**src/rtl/logic_gate_unit_pkg.sv**
```systemverilog
// Shared op encodings, FSM state type and the op-to-combiner mapping used by
// the logic_gate_unit datapath.
package logic_gate_pkg;

  localparam logic [2:0] OP_AND  = 3'b000;
  localparam logic [2:0] OP_OR   = 3'b001;
  localparam logic [2:0] OP_XOR  = 3'b010;
  localparam logic [2:0] OP_NAND = 3'b011;
  localparam logic [2:0] OP_NOR  = 3'b100;
  localparam logic [2:0] OP_XNOR = 3'b101;
  localparam logic [2:0] OP_NOT  = 3'b110;
  localparam logic [2:0] OP_PASS = 3'b111;

  typedef enum logic [1:0] {
    IDLE,
    ACCUM,
    HOLD
  } state_t;

  typedef enum logic [1:0] {
    CMB_AND,
    CMB_OR,
    CMB_XOR,
    CMB_REPL
  } cmb_t;

  // Inverting ops fold with their non-inverted base so a burst of NANDs is an
  // AND of the per-beat NAND results.
  function automatic cmb_t combiner_of(input logic [2:0] op);
    case (op)
      OP_AND, OP_NAND: combiner_of = CMB_AND;
      OP_OR,  OP_NOR:  combiner_of = CMB_OR;
      OP_XOR, OP_XNOR: combiner_of = CMB_XOR;
      default:         combiner_of = CMB_REPL;
    endcase
  endfunction

endpackage

```
**src/rtl/logic_gate_unit_if.sv**
```systemverilog
// Operand/result handshake bundle for logic_gate_unit. O_PAR exists only when
// LOGIC_GATE_UNIT_PARITY_EN is defined.
interface logic_gate_unit_if #(
  parameter int WIDTH     = 8,
  parameter int MAX_BEATS = 16
);
  localparam int CW = $clog2(MAX_BEATS + 1);

  logic             I_VALID;
  logic             I_READY;
  logic [WIDTH-1:0] I1;
  logic [WIDTH-1:0] I2;
  logic [2:0]       OP;
  logic             ACC;
  logic             LAST;
  logic             O_VALID;
  logic             O_READY;
  logic [WIDTH-1:0] O;
  logic [CW-1:0]    BEATS;
  logic             OVF;
`ifdef LOGIC_GATE_UNIT_PARITY_EN
  logic             O_PAR;
`endif

  modport master (
`ifdef LOGIC_GATE_UNIT_PARITY_EN
    input  O_PAR,
`endif
    output I_VALID, I1, I2, OP, ACC, LAST, O_READY,
    input  I_READY, O_VALID, O, BEATS, OVF
  );

  modport slave (
`ifdef LOGIC_GATE_UNIT_PARITY_EN
    output O_PAR,
`endif
    input  I_VALID, I1, I2, OP, ACC, LAST, O_READY,
    output I_READY, O_VALID, O, BEATS, OVF
  );

endinterface

```
**src/rtl/logic_gate_alu.sv**
```systemverilog
// Combinational bitwise op stage: r = f_op(i1, i2).
module logic_gate_alu
  import logic_gate_pkg::*;
#(
  parameter int WIDTH = 8
) (
  input  logic [WIDTH-1:0] i1,
  input  logic [WIDTH-1:0] i2,
  input  logic [2:0]       op,
  output logic [WIDTH-1:0] r
);

  // NOTE: a default assignment ahead of the case keeps this block purely
  // combinational even if an arm is later removed; no latch can be inferred.
  always_comb begin
    r = '0;
    case (op)
      OP_AND:  r = i1 & i2;
      OP_OR:   r = i1 | i2;
      OP_XOR:  r = i1 ^ i2;
      OP_NAND: r = ~(i1 & i2);
      OP_NOR:  r = ~(i1 | i2);
      OP_XNOR: r = ~(i1 ^ i2);
      OP_NOT:  r = ~i1;
      default: r = i1;
    endcase
  end

endmodule

```
**src/rtl/logic_gate_unit.sv**
```systemverilog
// Registered N-bit logic unit with single-op and burst-accumulate modes.
// Optional O_PAR output enabled by LOGIC_GATE_UNIT_PARITY_EN.
module logic_gate_unit
  import logic_gate_pkg::*;
#(
  parameter int WIDTH     = 8,
  parameter int MAX_BEATS = 16
) (
  input  logic          CLK,
  input  logic          RST,
  logic_gate_unit_if.slave bus
);

  localparam int CW = $clog2(MAX_BEATS + 1);

  state_t           state_q, state_d;
  logic [2:0]       op_q;
  logic [WIDTH-1:0] acc_q;
  logic [CW-1:0]    cnt_q;
  logic [WIDTH-1:0] o_q;
  logic [CW-1:0]    beats_q;
  logic             ovf_q;
  logic             o_valid_q;

  logic             i_ready;
  logic             beat;
  logic [2:0]       op_eff;
  logic [WIDTH-1:0] r;
  logic [WIDTH-1:0] acc_new;
  logic [CW-1:0]    cnt_new;
  logic             term;
  logic             load_o;
  logic [WIDTH-1:0] o_d;
  logic [CW-1:0]    beats_d;
  logic             ovf_d;

  assign beat    = bus.I_VALID && i_ready;
  assign op_eff  = (state_q == ACCUM) ? op_q : bus.OP;
  assign cnt_new = cnt_q + CW'(1);
  assign term    = bus.LAST || (cnt_new == CW'(MAX_BEATS));

  logic_gate_alu #(.WIDTH(WIDTH)) u_alu (
    .i1 (bus.I1),
    .i2 (bus.I2),
    .op (op_eff),
    .r  (r)
  );

  always_comb begin
    acc_new = r;
    case (combiner_of(op_q))
      CMB_AND: acc_new = acc_q & r;
      CMB_OR:  acc_new = acc_q | r;
      CMB_XOR: acc_new = acc_q ^ r;
      default: acc_new = r;
    endcase
  end

  // State register.
  // NOTE: sequential state uses non-blocking assignments so every flop samples
  // pre-edge values regardless of block ordering.
  always_ff @(posedge CLK) begin
    if (RST) state_q <= IDLE;
    else     state_q <= state_d;
  end

  // Next-state logic. A draining HOLD behaves like IDLE for the incoming beat.
  always_comb begin
    state_d = state_q;
    case (state_q)
      IDLE, HOLD: begin
        if (state_q == IDLE || bus.O_READY) begin
          if (beat) state_d = (!bus.ACC || bus.LAST) ? HOLD : ACCUM;
          else      state_d = IDLE;
        end
      end
      ACCUM:   if (beat && term) state_d = HOLD;
      default: state_d = IDLE;
    endcase
  end

  // Output logic: the only combinational output.
  always_comb begin
    i_ready = !RST && ((state_q != HOLD) || bus.O_READY);
  end

  // Result-register load decision.
  always_comb begin
    load_o  = 1'b0;
    o_d     = r;
    beats_d = CW'(1);
    ovf_d   = 1'b0;
    if (beat) begin
      if (state_q == ACCUM) begin
        load_o  = term;
        o_d     = acc_new;
        beats_d = cnt_new;
        ovf_d   = !bus.LAST;
      end else begin
        load_o  = !bus.ACC || bus.LAST;
      end
    end
  end

  // NOTE: the accumulator and counter are plain flops, not a memory array, so
  // clearing them on reset is cheap and guarantees a discarded burst leaves
  // nothing behind.
  always_ff @(posedge CLK) begin
    if (RST) begin
      op_q      <= OP_AND;
      acc_q     <= '0;
      cnt_q     <= '0;
      o_q       <= '0;
      beats_q   <= '0;
      ovf_q     <= 1'b0;
      o_valid_q <= 1'b0;
    end else begin
      o_valid_q <= (state_d == HOLD);
      if (beat) begin
        if (state_q == ACCUM) begin
          acc_q <= acc_new;
          cnt_q <= cnt_new;
        end else if (bus.ACC) begin
          op_q  <= bus.OP;
          acc_q <= r;
          cnt_q <= CW'(1);
        end
      end
      if (load_o) begin
        o_q     <= o_d;
        beats_q <= beats_d;
        ovf_q   <= ovf_d;
      end
    end
  end

`ifdef LOGIC_GATE_UNIT_PARITY_EN
  logic o_par_q;
  always_ff @(posedge CLK) begin
    if (RST)         o_par_q <= 1'b0;
    else if (load_o) o_par_q <= ^o_d;
  end
  assign bus.O_PAR = o_par_q;
`endif

  assign bus.I_READY = i_ready;
  assign bus.O_VALID = o_valid_q;
  assign bus.O       = o_q;
  assign bus.BEATS   = beats_q;
  assign bus.OVF     = ovf_q;

endmodule

```
**src/flat_wrapper.sv**
```systemverilog
// flat-port wrapper written by rule: the top's interface ports become plain ports
module logic_gate_unit_flat import logic_gate_pkg::*;
#(
  parameter int WIDTH     = 8,
  parameter int MAX_BEATS = 16
)
  (CLK, RST, bus_I_VALID, bus_I1, bus_I2, bus_OP, bus_ACC, bus_LAST, bus_O_READY, bus_I_READY, bus_O_VALID, bus_O, bus_BEATS, bus_OVF);
  logic_gate_unit_if #(.WIDTH(WIDTH), .MAX_BEATS(MAX_BEATS)) bus_i ();
  input  logic CLK;
  input  logic RST;
  input wire logic [$bits(bus_i.I_VALID)-1:0] bus_I_VALID;
  input wire logic [$bits(bus_i.I1)-1:0] bus_I1;
  input wire logic [$bits(bus_i.I2)-1:0] bus_I2;
  input wire logic [$bits(bus_i.OP)-1:0] bus_OP;
  input wire logic [$bits(bus_i.ACC)-1:0] bus_ACC;
  input wire logic [$bits(bus_i.LAST)-1:0] bus_LAST;
  input wire logic [$bits(bus_i.O_READY)-1:0] bus_O_READY;
  output wire logic [$bits(bus_i.I_READY)-1:0] bus_I_READY;
  output wire logic [$bits(bus_i.O_VALID)-1:0] bus_O_VALID;
  output wire logic [$bits(bus_i.O)-1:0] bus_O;
  output wire logic [$bits(bus_i.BEATS)-1:0] bus_BEATS;
  output wire logic [$bits(bus_i.OVF)-1:0] bus_OVF;
  assign bus_i.I_VALID = bus_I_VALID;
  assign bus_i.I1 = bus_I1;
  assign bus_i.I2 = bus_I2;
  assign bus_i.OP = bus_OP;
  assign bus_i.ACC = bus_ACC;
  assign bus_i.LAST = bus_LAST;
  assign bus_i.O_READY = bus_O_READY;
  assign bus_I_READY = bus_i.I_READY;
  assign bus_O_VALID = bus_i.O_VALID;
  assign bus_O = bus_i.O;
  assign bus_BEATS = bus_i.BEATS;
  assign bus_OVF = bus_i.OVF;
  logic_gate_unit #(.WIDTH(WIDTH), .MAX_BEATS(MAX_BEATS)) u_core (.CLK(CLK), .RST(RST), .bus(bus_i));
endmodule
```
**config.mk**
```make
export PLATFORM = sky130hd
export DESIGN_NAME = logic_gate_unit_flat
export DESIGN_NICKNAME = d
export VERILOG_FILES = /design/src/rtl/logic_gate_unit_pkg.sv /design/src/rtl/logic_gate_unit_if.sv /design/src/rtl/logic_gate_alu.sv /design/src/rtl/logic_gate_unit.sv /design/src/flat_wrapper.sv
export SDC_FILE = /design/constraint.sdc
export NUM_CORES = 1
export LEC_CHECK = 0
export CAP_MARGIN = 20
export CORE_MARGIN = 2
export CORE_UTILIZATION = 40
export DETAILED_ROUTE_END_ITERATION = 8
export PLACE_DENSITY_LB_ADDON = 0.08
export SETUP_SLACK_MARGIN = 0.05
export SYNTH_ARGS = -nofsm -noshare
export SYNTH_HDL_FRONTEND = slang
export SYNTH_SLANG_ARGS = --single-unit
```
**constraint.sdc**
```tcl
create_clock -name CLK -period 3 [get_ports CLK]
set_clock_uncertainty 0.2 [all_clocks]
set_input_delay 0.6 -clock CLK [delete_from_list [all_inputs] [get_ports CLK]]
set_output_delay 0.6 -clock CLK [all_outputs]
set_load 0.01 [all_outputs]
```
==> impl_metrics.ini, run 1 <==
[clock_network]
maximum_root_to_sink_buffer_count = 2
clk_transition_reported_paths_ns = 0.08
cts_tree = yes
clock-sinks = 33
insertion_delay_ns = 0.29
cts-buffers-inserted = 5
clock-root-buffer = sky130_fd_sc_hd__clkbuf_8
cts.htree.levels = 2

[cells_and_area]
syn2layout_area_growth_pct = 65.1
final_standard_cell_count_with_taps_included_and_fillers_excluded = 676
post_route_cells_drive_above_1_share = 0.431
layout.nets = 628
insertedDiodeCount = 0
finalInstanceArea_sq_um = 5440
fin_util = 0.672

[timing]
setup_viol_count_final = 12
fmax_mhz = 321
post-route-period-util = 1.04
pin_slew_with_the_least_headroom_to_its_limit_ns = 1.01
maxSlewHeadroom = 0.327
timing_max_transition_violations_final = 0
fin_crit_ns = 3.11
rsz0062_at_grt = true
final_critical_path_setup_slack_ns = -0.114
final_hold_viol_count = 0

[worst_setup_path]
timing.critical_path.required_ns = 2.97
cpLargestDelayFamily = compound AO/OA/AOI/OAI gates
cp_slowest_stage_delay_ns = 0.50
worstPathMaxFanout = 5
crit_path_top_delay_cell = sky130_fd_sc_hd__or4b_4
crit_top_cell = sky130_fd_sc_hd__buf_6
critPathLaunchType = register
worstSetupPathType = register to register
cp.arrival_ns = 3.08
crit_path_cell_trace = buf_6, or4b_4, o31ai_4, and2_4, buf_6, buf_6, a221oi_4, a22oi_2, inv_2, ha_4, mux2i_1, a21oi_1, a221o_1, o21ai_1, a31o_2, o21ai_1
timing.critical_path.to_type = register
critical_path_buffers_and_inverters = 4

[floorplan]
num_rows = 33
die_y_microns = 94.8
num_io_pins = 41
die-width_microns = 94.8
die-area_sq_um = 8980
core-area_sq_um = 8090
start_util = 0.407

[routing]
antenna_nets_post_route = 0
viasPerCell = 5.49
drt_wl_total_microns = 11700
avgRoutedWirePerCell_microns = 17.3
drt_iter0_markers = 137
remaining_drc_errors = 0
route.vias.total = 3714
drt_first_pass_iters = 4

[logic_synthesis]
seq_area_frac_synth = 0.201
synthesis.area_per_instance_sq_um = 7.81
yosysWarnings = 0
syn_inst = 422
synth.cells.most_frequent = sky130_fd_sc_hd__inv_1 (41), sky130_fd_sc_hd__nor2_1 (38), sky130_fd_sc_hd__nand2_1 (34)
ys_seq_elements = 33
synth_edf_count = 0
synthesized_nets = 480
most_frequently_used_cell_type_in_the_post_synthesis_netlist = sky130_fd_sc_hd__inv_1
ys_async_sr_fraction = 0
syn-cell-area_sq_um = 3290
post_synth_num_cell_types = 79
yosys_most_used_dff = sky130_fd_sc_hd__dfxtp_1
dominant_cell_type_by_area_after_synthesis = sky130_fd_sc_hd__dfxtp_1
yosysTopAreaCellShare = 0.201
synth.top_cells.by_area = sky130_fd_sc_hd__dfxtp_1 (20%), sky130_fd_sc_hd__ha_1 (13%), sky130_fd_sc_hd__mux2i_1 (7.3%), sky130_fd_sc_hd__inv_1 (4.7%), sky130_fd_sc_hd__a21oi_1 (4.4%)

[worst_hold_path]
hold_class = register to register

[power]
vdd_ir_drop_max_mv = 0.340
leakage_nw = 2.32
power_density_nw_per_um2 = 312

[global_routing]
antenna_found_initial = 0
maximum_number_of_pins_on_one_net_before_global_route_repair = 36
via_count_of_the_first_global_routing_pass = 3657
grt_first_pass_wirelength_microns = 18300
track_usage = 0.259
overflow = 0

[placement]
io_buffers = 40
final_weighted_congestion_in_routability_driven_placement = 0.918
place_area_sq_um = 4460
hpwl_microns = 8110
dp.cells = 642

[run_status]
status = complete, but fails checks
violations = negative setup slack

[job]
maxCapViolations = 0
-- per-stage QoR --
step	hold slack, ns	setup slack (ns)	setup TNS [ns]	power [W]
detailed placement	0.252	-0.863	-12.37	0.00106
finish	0.266	-0.114	-0.584	0.00170
global route	0.293	-0.255	-2.57	0.00178
floorplan	0.263	-0.0931	-0.157	0.000803
global placement	0.244	-0.811	-11.53	0.00105
CTS	0.265	-0.156	-0.840	0.00162
-- worst min-delay path, cell delays in order, from the launching register on --
cell	delay [ns]
sky130_fd_sc_hd__dfxtp_1	0.32
sky130_fd_sc_hd__nand2_1	0.05
sky130_fd_sc_hd__a21oi_1	0.06
-- path summary, 6_finish.rpt --
path	from	to	slack [ns]	cells after the start
worst min-delay path	u_core.bus.BEATS[1]$_SDFFE_PP0P_	u_core.bus.BEATS[1]$_SDFFE_PP0P_	0.27	2
worst max-delay path	u_core.state_q[1]$_SDFF_PP0_	u_core.bus.O[6]$_SDFFE_PP0P_	-0.11	16
worst min register to register	u_core.bus.BEATS[1]$_SDFFE_PP0P_	u_core.bus.BEATS[1]$_SDFFE_PP0P_	0.27	2
worst max register to register	u_core.state_q[1]$_SDFF_PP0_	u_core.bus.O[6]$_SDFFE_PP0P_	-0.11	16
-- cell families (layout without fill, tap and decap cells) --
| group | after synthesis | count (layout) | share of synthesized area |
|---|---|---|---|
| XOR/XNOR | 3 | 3 | 0.00798 |
| AND/OR/NAND/NOR | 129 | 129 | 0.204 |
| buffers and inverters | 70 | 219 | 0.0942 |
| multiplexers | 30 | 30 | 0.0987 |
| AO/OA/AOI/OAI | 124 | 124 | 0.269 |
| adder cells (fa/ha/maj) | 33 | 33 | 0.125 |
| flip-flops | 33 | 33 | 0.201 |
-- layout by cell type, fill, tap and decap left out, types with 4 or more instances in the layout --
master / netlist / layout
sky130_fd_sc_hd__dlygate4sd2_1: 0 / 9
sky130_fd_sc_hd__or3_1: 6 / 6
sky130_fd_sc_hd__o211ai_1: 5 / 5
sky130_fd_sc_hd__nand2_1: 34 / 32
sky130_fd_sc_hd__nor2_4: 0 / 4
sky130_fd_sc_hd__inv_2: 1 / 9
sky130_fd_sc_hd__nor2_2: 2 / 5
sky130_fd_sc_hd__clkbuf_8: 0 / 5
sky130_fd_sc_hd__nand3b_1: 7 / 7
sky130_fd_sc_hd__mux2i_1: 24 / 20
sky130_fd_sc_hd__buf_6: 3 / 20
sky130_fd_sc_hd__a21oi_2: 0 / 5
sky130_fd_sc_hd__a21oi_1: 29 / 24
sky130_fd_sc_hd__dfxtp_1: 33 / 30
sky130_fd_sc_hd__ha_2: 0 / 4
sky130_fd_sc_hd__inv_1: 41 / 32
sky130_fd_sc_hd__nor3_1: 11 / 8
sky130_fd_sc_hd__nor2_1: 38 / 31
sky130_fd_sc_hd__o22a_1: 4 / 4
sky130_fd_sc_hd__ha_1: 33 / 16
sky130_fd_sc_hd__clkdlybuf4s50_1: 0 / 25
sky130_fd_sc_hd__ha_4: 0 / 13
sky130_fd_sc_hd__o21ai_1: 8 / 16
sky130_fd_sc_hd__o21ai_0: 14 / 4
sky130_fd_sc_hd__buf_4: 2 / 109
sky130_fd_sc_hd__nand3_1: 5 / 5
-- report_power, final --
part	leakage [nW]	switching [W]	internal, W
clock	0.0543	0.000186	0.000249
combinational	1.99	0.000373	0.000410
sequential	0.271	0.0000188	0.000460
-- routing by layer --
metal,wire length [microns],vias to the layer above,GRT usage
met5,0,-,0
met4,242,0,0.0773
met3,421,18,0.0255
met2,5650,92,0.431
met1,5390,1774,0.353
li1,-,1830,-
-- state kept, by name, summed over array words and instances (netlist names) --
| name | count |
|---|---|
| u_core.acc_q | 8 |
| u_core.bus.BEATS | 5 |
| u_core.bus.O | 8 |
| u_core.bus.OVF | 1 |
| u_core.bus.O_VALID | 1 |
| u_core.cnt_q | 5 |
| u_core.op_q | 3 |
| u_core.state_q | 2 |
-- final cells by class --
| class | count | area [sq um] |
|---|---|---|
| multi-input combinational | 319 | 2920 |
| fill | 684 | 2650 |
| timing repair buffer | 169 | 1440 |
| sequential | 33 | 672 |
| inverter | 42 | 160 |
| tap | 105 | 131 |
| clock buffer | 5 | 68.8 |
| clock inverter | 3 | 46.3 |
-- timing repair --
item	4_1_cts	5_1_grt
cloned	1	0
pin swaps	57	43
gates resized for setup	125	46
endpoints found under the hold margin	0	0
buffers inserted	22	5
setup endpoints to repair	16	16
hold buffers	0	0
No activity file was read; power rests on OpenSTA's default activity.
==> inputs of run 2 (changes only) <==
--- a/config.mk
+++ b/config.mk
@@ -8,9 +8,11 @@
 export CAP_MARGIN = 20
 export CORE_MARGIN = 2
 export CORE_UTILIZATION = 40
+export CTS_BUF_LIST = sky130_fd_sc_hd__clkbuf_4
 export DETAILED_ROUTE_END_ITERATION = 8
 export PLACE_DENSITY_LB_ADDON = 0.08
 export SETUP_SLACK_MARGIN = 0.05
+export SKIP_LAST_GASP = 1
 export SYNTH_ARGS = -nofsm -noshare
 export SYNTH_HDL_FRONTEND = slang
 export SYNTH_SLANG_ARGS = --single-unit
==> run 2 against run 1 <==
  * The run still ends with negative setup slack left
  * Core utilization down 2.7 points
  * Final cell count fell by 0.59%
  * Maximum frequency decreased by 0.45%
  * Critical path depth shrank 4
  * Worst setup slack lost 0.014 ns
  * Largest power group unchanged
  * Highest routed layer unchanged
==> impl_metrics.ini, run 2 (synthesis results as in run 1) <==
[clock_network]
clock-root-buffer = sky130_fd_sc_hd__clkbuf_4
clock-sinks = 33
cts.htree.levels = 2
cts-hold-fix-buffers = 0
clk_transition_reported_paths_ns = 0.12
cts_tree = yes
cts-buffers-inserted = 5
insertion_delay_ns = 0.36
maximum_root_to_sink_buffer_count = 2

[timing]
pin_slew_with_the_least_headroom_to_its_limit_ns = 0.900
final_hold_viol_count = 0
fin_crit_ns = 3.13
setup_viol_count_final = 15
post-route-period-util = 1.04
maxSlewHeadroom = 0.400
holdWs_ns = 0.272
final_critical_path_setup_slack_ns = -0.128
fmax_mhz = 320
rsz0062_at_grt = true
timing_max_transition_violations_final = 0
tns_ns = -0.641

[floorplan]
start_util = 0.407
core-area_sq_um = 8090
die-area_sq_um = 8980
num_rows = 33
die-width_microns = 94.8
num_io_pins = 41
die_y_microns = 94.8

[job]
maxCapViolations = 0

[run_status]
status = complete, but fails checks
violations = negative setup slack

[placement]
final_weighted_congestion_in_routability_driven_placement = 0.918
io_buffers = 40
place_area_sq_um = 4460
dp.cells = 642
hpwl_microns = 8110

[power]
leakage_nw = 2.24
power_density_nw_per_um2 = 300
vdd_ir_drop_max_mv = 0.335

[global_routing]
overflow = 0
via_count_of_the_first_global_routing_pass = 3538
antenna_found_initial = 0
grt_first_pass_wirelength_microns = 17800
maximum_number_of_pins_on_one_net_before_global_route_repair = 36
track_usage = 0.251

[routing]
drt_iter0_markers = 131
route.vias.total = 3664
avgRoutedWirePerCell_microns = 16.8
remaining_drc_errors = 0
drt_wl_total_microns = 11300
viasPerCell = 5.45
drt_first_pass_iters = 4
antenna_nets_post_route = 0

[worst_setup_path]
worstSetupPathType = register to register
worstPathMaxFanout = 7
crit_path_cell_trace = nand2b_4, buf_6, mux2_4, o32a_1, o211a_1, or2_4, ha_4, a21oi_2, o21ai_2, a2bb2oi_2, mux2i_1, a311oi_1
timing.critical_path.required_ns = 3.07
setup.reg_to_reg.worst_slack_ns = -0.13
crit_path_top_delay_cell = sky130_fd_sc_hd__dfxtp_4
cp.arrival_ns = 3.20
critPathLaunchType = register
cp_slowest_stage_delay_ns = 0.38
timing.critical_path.to_type = register

[cells_and_area]
final_standard_cell_count_with_taps_included_and_fillers_excluded = 672
syn2layout_area_growth_pct = 58.6
finalInstanceArea_sq_um = 5220
insertedDiodeCount = 0
post_route_cells_drive_above_1_share = 0.400
layout.nets = 624
mostFrequentLayoutCells = sky130_fd_sc_hd__buf_4 (114), sky130_fd_sc_hd__inv_1 (36), sky130_fd_sc_hd__nand2_1 (33), sky130_fd_sc_hd__nor2_1 (33), sky130_fd_sc_hd__clkdlybuf4s50_1 (31)
layout.cells.most_common = sky130_fd_sc_hd__buf_4

[worst_hold_path]
hold_class = register to register
## run 2: area by class of cell
class | instances | area, sq um
clock buffer | 5 | 37.5
tap | 105 | 131
clock inverter | 3 | 46.3
multi-input combinational | 319 | 2820
sequential | 33 | 672
fill | 730 | 2870
timing repair buffer | 165 | 1360
inverter | 42 | 158
## run 2: final timing paths
path,start,endpoint,depth (start not counted)
min,u_core.bus.BEATS[1]$_SDFFE_PP0P_,u_core.bus.BEATS[1]$_SDFFE_PP0P_,2
min reg2reg,u_core.bus.BEATS[1]$_SDFFE_PP0P_,u_core.bus.BEATS[1]$_SDFFE_PP0P_,2
max,u_core.state_q[1]$_SDFF_PP0_,u_core.bus.O[4]$_SDFFE_PP0P_,12
max reg2reg,u_core.state_q[1]$_SDFF_PP0_,u_core.bus.O[4]$_SDFFE_PP0P_,12
## run 2: layer usage
layer,global-route usage,share of wire
met5,0,0
met4,0.0785,0.019
met3,0.0215,0.027
met2,0.420,0.48
met1,0.342,0.47
## run 2: worst max-delay path, delay by kind of cell (launching register included)
kind / cells / cell delay [ns]
AOI/OAI and AO/OA: 6 / 1.19
muxes: 2 / 0.40
DFF: 1 / 0.38
buffers and inverters: 1 / 0.14
and+or+nand+nor: 2 / 0.45
adders and majority gates: 1 / 0.28
## run 2: metrics by stage
stage	setup WS (ns)	util	power, W
2_1_floorplan	-0.0931	-	0.000803
3_3_place_gp	-0.811	0.551	0.00105
3_5_place_dp	-0.863	0.551	0.00106
4_1_cts	-0.180	0.620	0.00151
5_1_grt	-0.234	0.645	0.00165
6_report	-0.128	0.645	0.00157
## run 2: timing repair
action | in CTS | in global routing
pin swaps | 46 | 30
resized for setup | 95 | 30
setup buffers | 17 | 6
cloned | 1 | 0
endpoints found under the setup margin | 16 | 16
## run 2: where the power goes
part,internal [W],switching [W],total [W]
registers,0.000460,0.0000172,0.000477
clock network,0.000176,0.000177,0.000354
logic,0.000388,0.000350,0.000738
==> inputs of run 3 (changes only) <==
==> constraint.sdc (replaced) <==
create_clock -name CLK -period 2.5 [get_ports CLK]
set_clock_uncertainty 0.2 [all_clocks]
set_input_delay 0.5 -clock CLK [delete_from_list [all_inputs] [get_ports CLK]]
set_output_delay 0.5 -clock CLK [all_outputs]
set_load 0.01 [all_outputs]
==> run 3 against run 2 <==
  * The run still ends with negative setup slack left
  * Wire length increased by 0.59%
  * Design area increased by 3.0%
  * Sequential share of layout area decreased by 0.39 points
  * Clock-buffer cell count increased by 1
  * Via count increased by 2.3%
  * Non-clock buffer count increased by 12
  * Sequential power increased by 20%
  * Flip-flop and latch count unchanged
  * Maximum frequency increased by 0.12%
  * Clock power increased by 17%
  * Global-route usage decreased by 0.19 points
  * Largest power group unchanged
  * Highest routed layer unchanged
==> impl_metrics.ini, run 3 (synthesis results as in run 1) <==
[clock_network]
cts.htree.levels = 2
maximum_root_to_sink_buffer_count = 2
cts_tree = yes
clk_transition_reported_paths_ns = 0.12
clock-sinks = 33
clock-root-buffer = sky130_fd_sc_hd__clkbuf_4
cts-buffers-inserted = 5
insertion_delay_ns = 0.35
cts-hold-fix-buffers = 0

[power]
leakage_nw = 2.33
vdd_ir_drop_max_mv = 0.337
power_density_nw_per_um2 = 352

[floorplan]
core-area_sq_um = 8090
num_io_pins = 41
die_y_microns = 94.8
die-width_microns = 94.8
num_rows = 33
start_util = 0.407
die-area_sq_um = 8980

[placement]
io_buffers = 40
final_weighted_congestion_in_routability_driven_placement = 0.878
place_area_sq_um = 4510
hpwl_microns = 8050

[worst_setup_path]
worstPathMaxFanout = 7
cp_slowest_stage_delay_ns = 0.39
cp.arrival_ns = 3.14
crit_path_top_delay_cell = sky130_fd_sc_hd__dfxtp_4
timing.critical_path.required_ns = 2.52
worstSetupPathType = register to register
crit_path_cell_trace = nand2b_4, buf_4, buf_12, mux2i_4, buf_6, a21boi_2, o32ai_4, and2_4, inv_1, ha_2, o211ai_1, nand3_1, nor2_2, a311o_1, a21oi_1
timing.critical_path.to_type = register
critPathLaunchType = register

[timing]
maxSlewHeadroom = 0.542
fin_crit_ns = 3.12
final_critical_path_setup_slack_ns = -0.624
post-route-period-util = 1.25
fmax_mhz = 320
pin_slew_with_the_least_headroom_to_its_limit_ns = 0.680
tns_ns = -8.02
timing_max_transition_violations_final = 0
rsz0062_at_grt = true
setup_viol_count_final = 16
final_hold_viol_count = 0

[cells_and_area]
insertedDiodeCount = 0
layout.cells.most_common = sky130_fd_sc_hd__buf_4
layout.filler_cells = 701
layout.nets = 636
post_route_cells_drive_above_1_share = 0.421
mostFrequentLayoutCells = sky130_fd_sc_hd__buf_4 (123), sky130_fd_sc_hd__inv_1 (38), sky130_fd_sc_hd__clkdlybuf4s50_1 (34), sky130_fd_sc_hd__nand2_1 (32), sky130_fd_sc_hd__nor2_1 (31)
syn2layout_area_growth_pct = 63.3
finalInstanceArea_sq_um = 5380

[run_status]
violations = negative setup slack
status = complete, but fails checks

[global_routing]
maximum_number_of_pins_on_one_net_before_global_route_repair = 33
overflow = 0
grt_first_pass_wirelength_microns = 17500
track_usage = 0.249
via_count_of_the_first_global_routing_pass = 3473
antenna_found_initial = 0

[routing]
top_signal_layer_used = met4
drt_wl_total_microns = 11300
remaining_drc_errors = 0
antenna_nets_post_route = 0
avgRoutedWirePerCell_microns = 16.6
met1Wirelength_microns = 5310
wl_met2_microns = 5350
drt_first_pass_iters = 4
viasPerCell = 5.48
route.met3.wl_microns = 486
drt_iter0_markers = 145
route.vias.total = 3748

[job]
maxCapViolations = 0

[worst_hold_path]
hold_class = register to register
-- run 3: cell count changes in the layout (fill, tap and decap cells not counted), moves of 2 or more --
cell                              before  now
sky130_fd_sc_hd__mux2i_4               2    4
sky130_fd_sc_hd__clkdlybuf4s50_1      31   34
sky130_fd_sc_hd__ha_2                  3    6
sky130_fd_sc_hd__inv_2                 6    3
sky130_fd_sc_hd__ha_1                 22   20
sky130_fd_sc_hd__dlygate4sd2_1         6    3
sky130_fd_sc_hd__nor2_1               33   31
sky130_fd_sc_hd__dfxtp_2               0    2
sky130_fd_sc_hd__inv_1                36   38
sky130_fd_sc_hd__nor2_2                4    7
sky130_fd_sc_hd__mux2i_2               3    1
sky130_fd_sc_hd__buf_4               114  123
sky130_fd_sc_hd__buf_8                 0    2
-- run 3: through the flow --
step           power (W)  worst slack, ns  cells   util  hold slack, ns
2_1_floorplan   0.000972           -0.493    422      -           0.264
3_3_place_gp     0.00126            -1.15    646  0.558           0.243
3_5_place_dp     0.00128            -1.23    646  0.558           0.244
4_1_cts          0.00180           -0.529    674  0.624           0.267
5_1_grt          0.00200           -0.741    684  0.665           0.280
6_report         0.00190           -0.624    684  0.665           0.262
-- run 3: where the power goes --
| part | internal, W | total [W] | switching, W |
|---|---|---|---|
| registers | 0.000553 | 0.000572 | 0.0000197 |
| clock network | 0.000219 | 0.000413 | 0.000194 |
| logic | 0.000486 | 0.000910 | 0.000424 |
| total | 0.00126 | 0.00190 | 0.000637 |
-- run 3: worst paths after layout --
path	startpoint	cells after the start	slack, ns	to
min	u_core.bus.O[2]$_SDFFE_PP0P_	2	0.26	u_core.bus.O[2]$_SDFFE_PP0P_
max reg2reg	u_core.state_q[1]$_SDFF_PP0_	15	-0.62	u_core.bus.O[5]$_SDFFE_PP0P_
max	u_core.state_q[1]$_SDFF_PP0_	15	-0.62	u_core.bus.O[5]$_SDFFE_PP0P_
min reg2reg	u_core.bus.O[2]$_SDFFE_PP0P_	2	0.26	u_core.bus.O[2]$_SDFFE_PP0P_
-- run 3: final cells by class --
class	instances	area (sq um)	share of cell area
repair buffers	177	1490	0.278
multi-input cells	319	2850	0.529
inverters	42	160	0.0298
clock buffers	6	45.0	0.00837
clock inverters	2	33.8	0.00628
well taps	105	131	0.0244
flip-flops and latches	33	671	0.125
-- run 3: what timing repair did --
item,CTS,global route
resized for setup,76,55
pin swaps,40,39
cloned,0,0
buffers inserted,20,10
endpoints found under the setup margin,17,16
-- run 3: worst max-delay path: cells and delay by family, from the launching register on --
| family | cells | cell delay (ns) |
|---|---|---|
| flip-flops | 1 | 0.39 |
| AND/OR/NAND/NOR | 4 | 0.65 |
| AO/OA/AOI/OAI | 5 | 0.88 |
| multiplexers | 1 | 0.20 |
| adder cells (fa/ha/maj) | 1 | 0.19 |
| buffers and inverters | 4 | 0.47 |
-- run 3: layer usage --
metal / global-route usage / vias up
li1: - / 1848
met1: 0.349 / 1794
met2: 0.409 / 93
met3: 0.0255 / 13
met4: 0.0628 / 0
met5: 0 / -
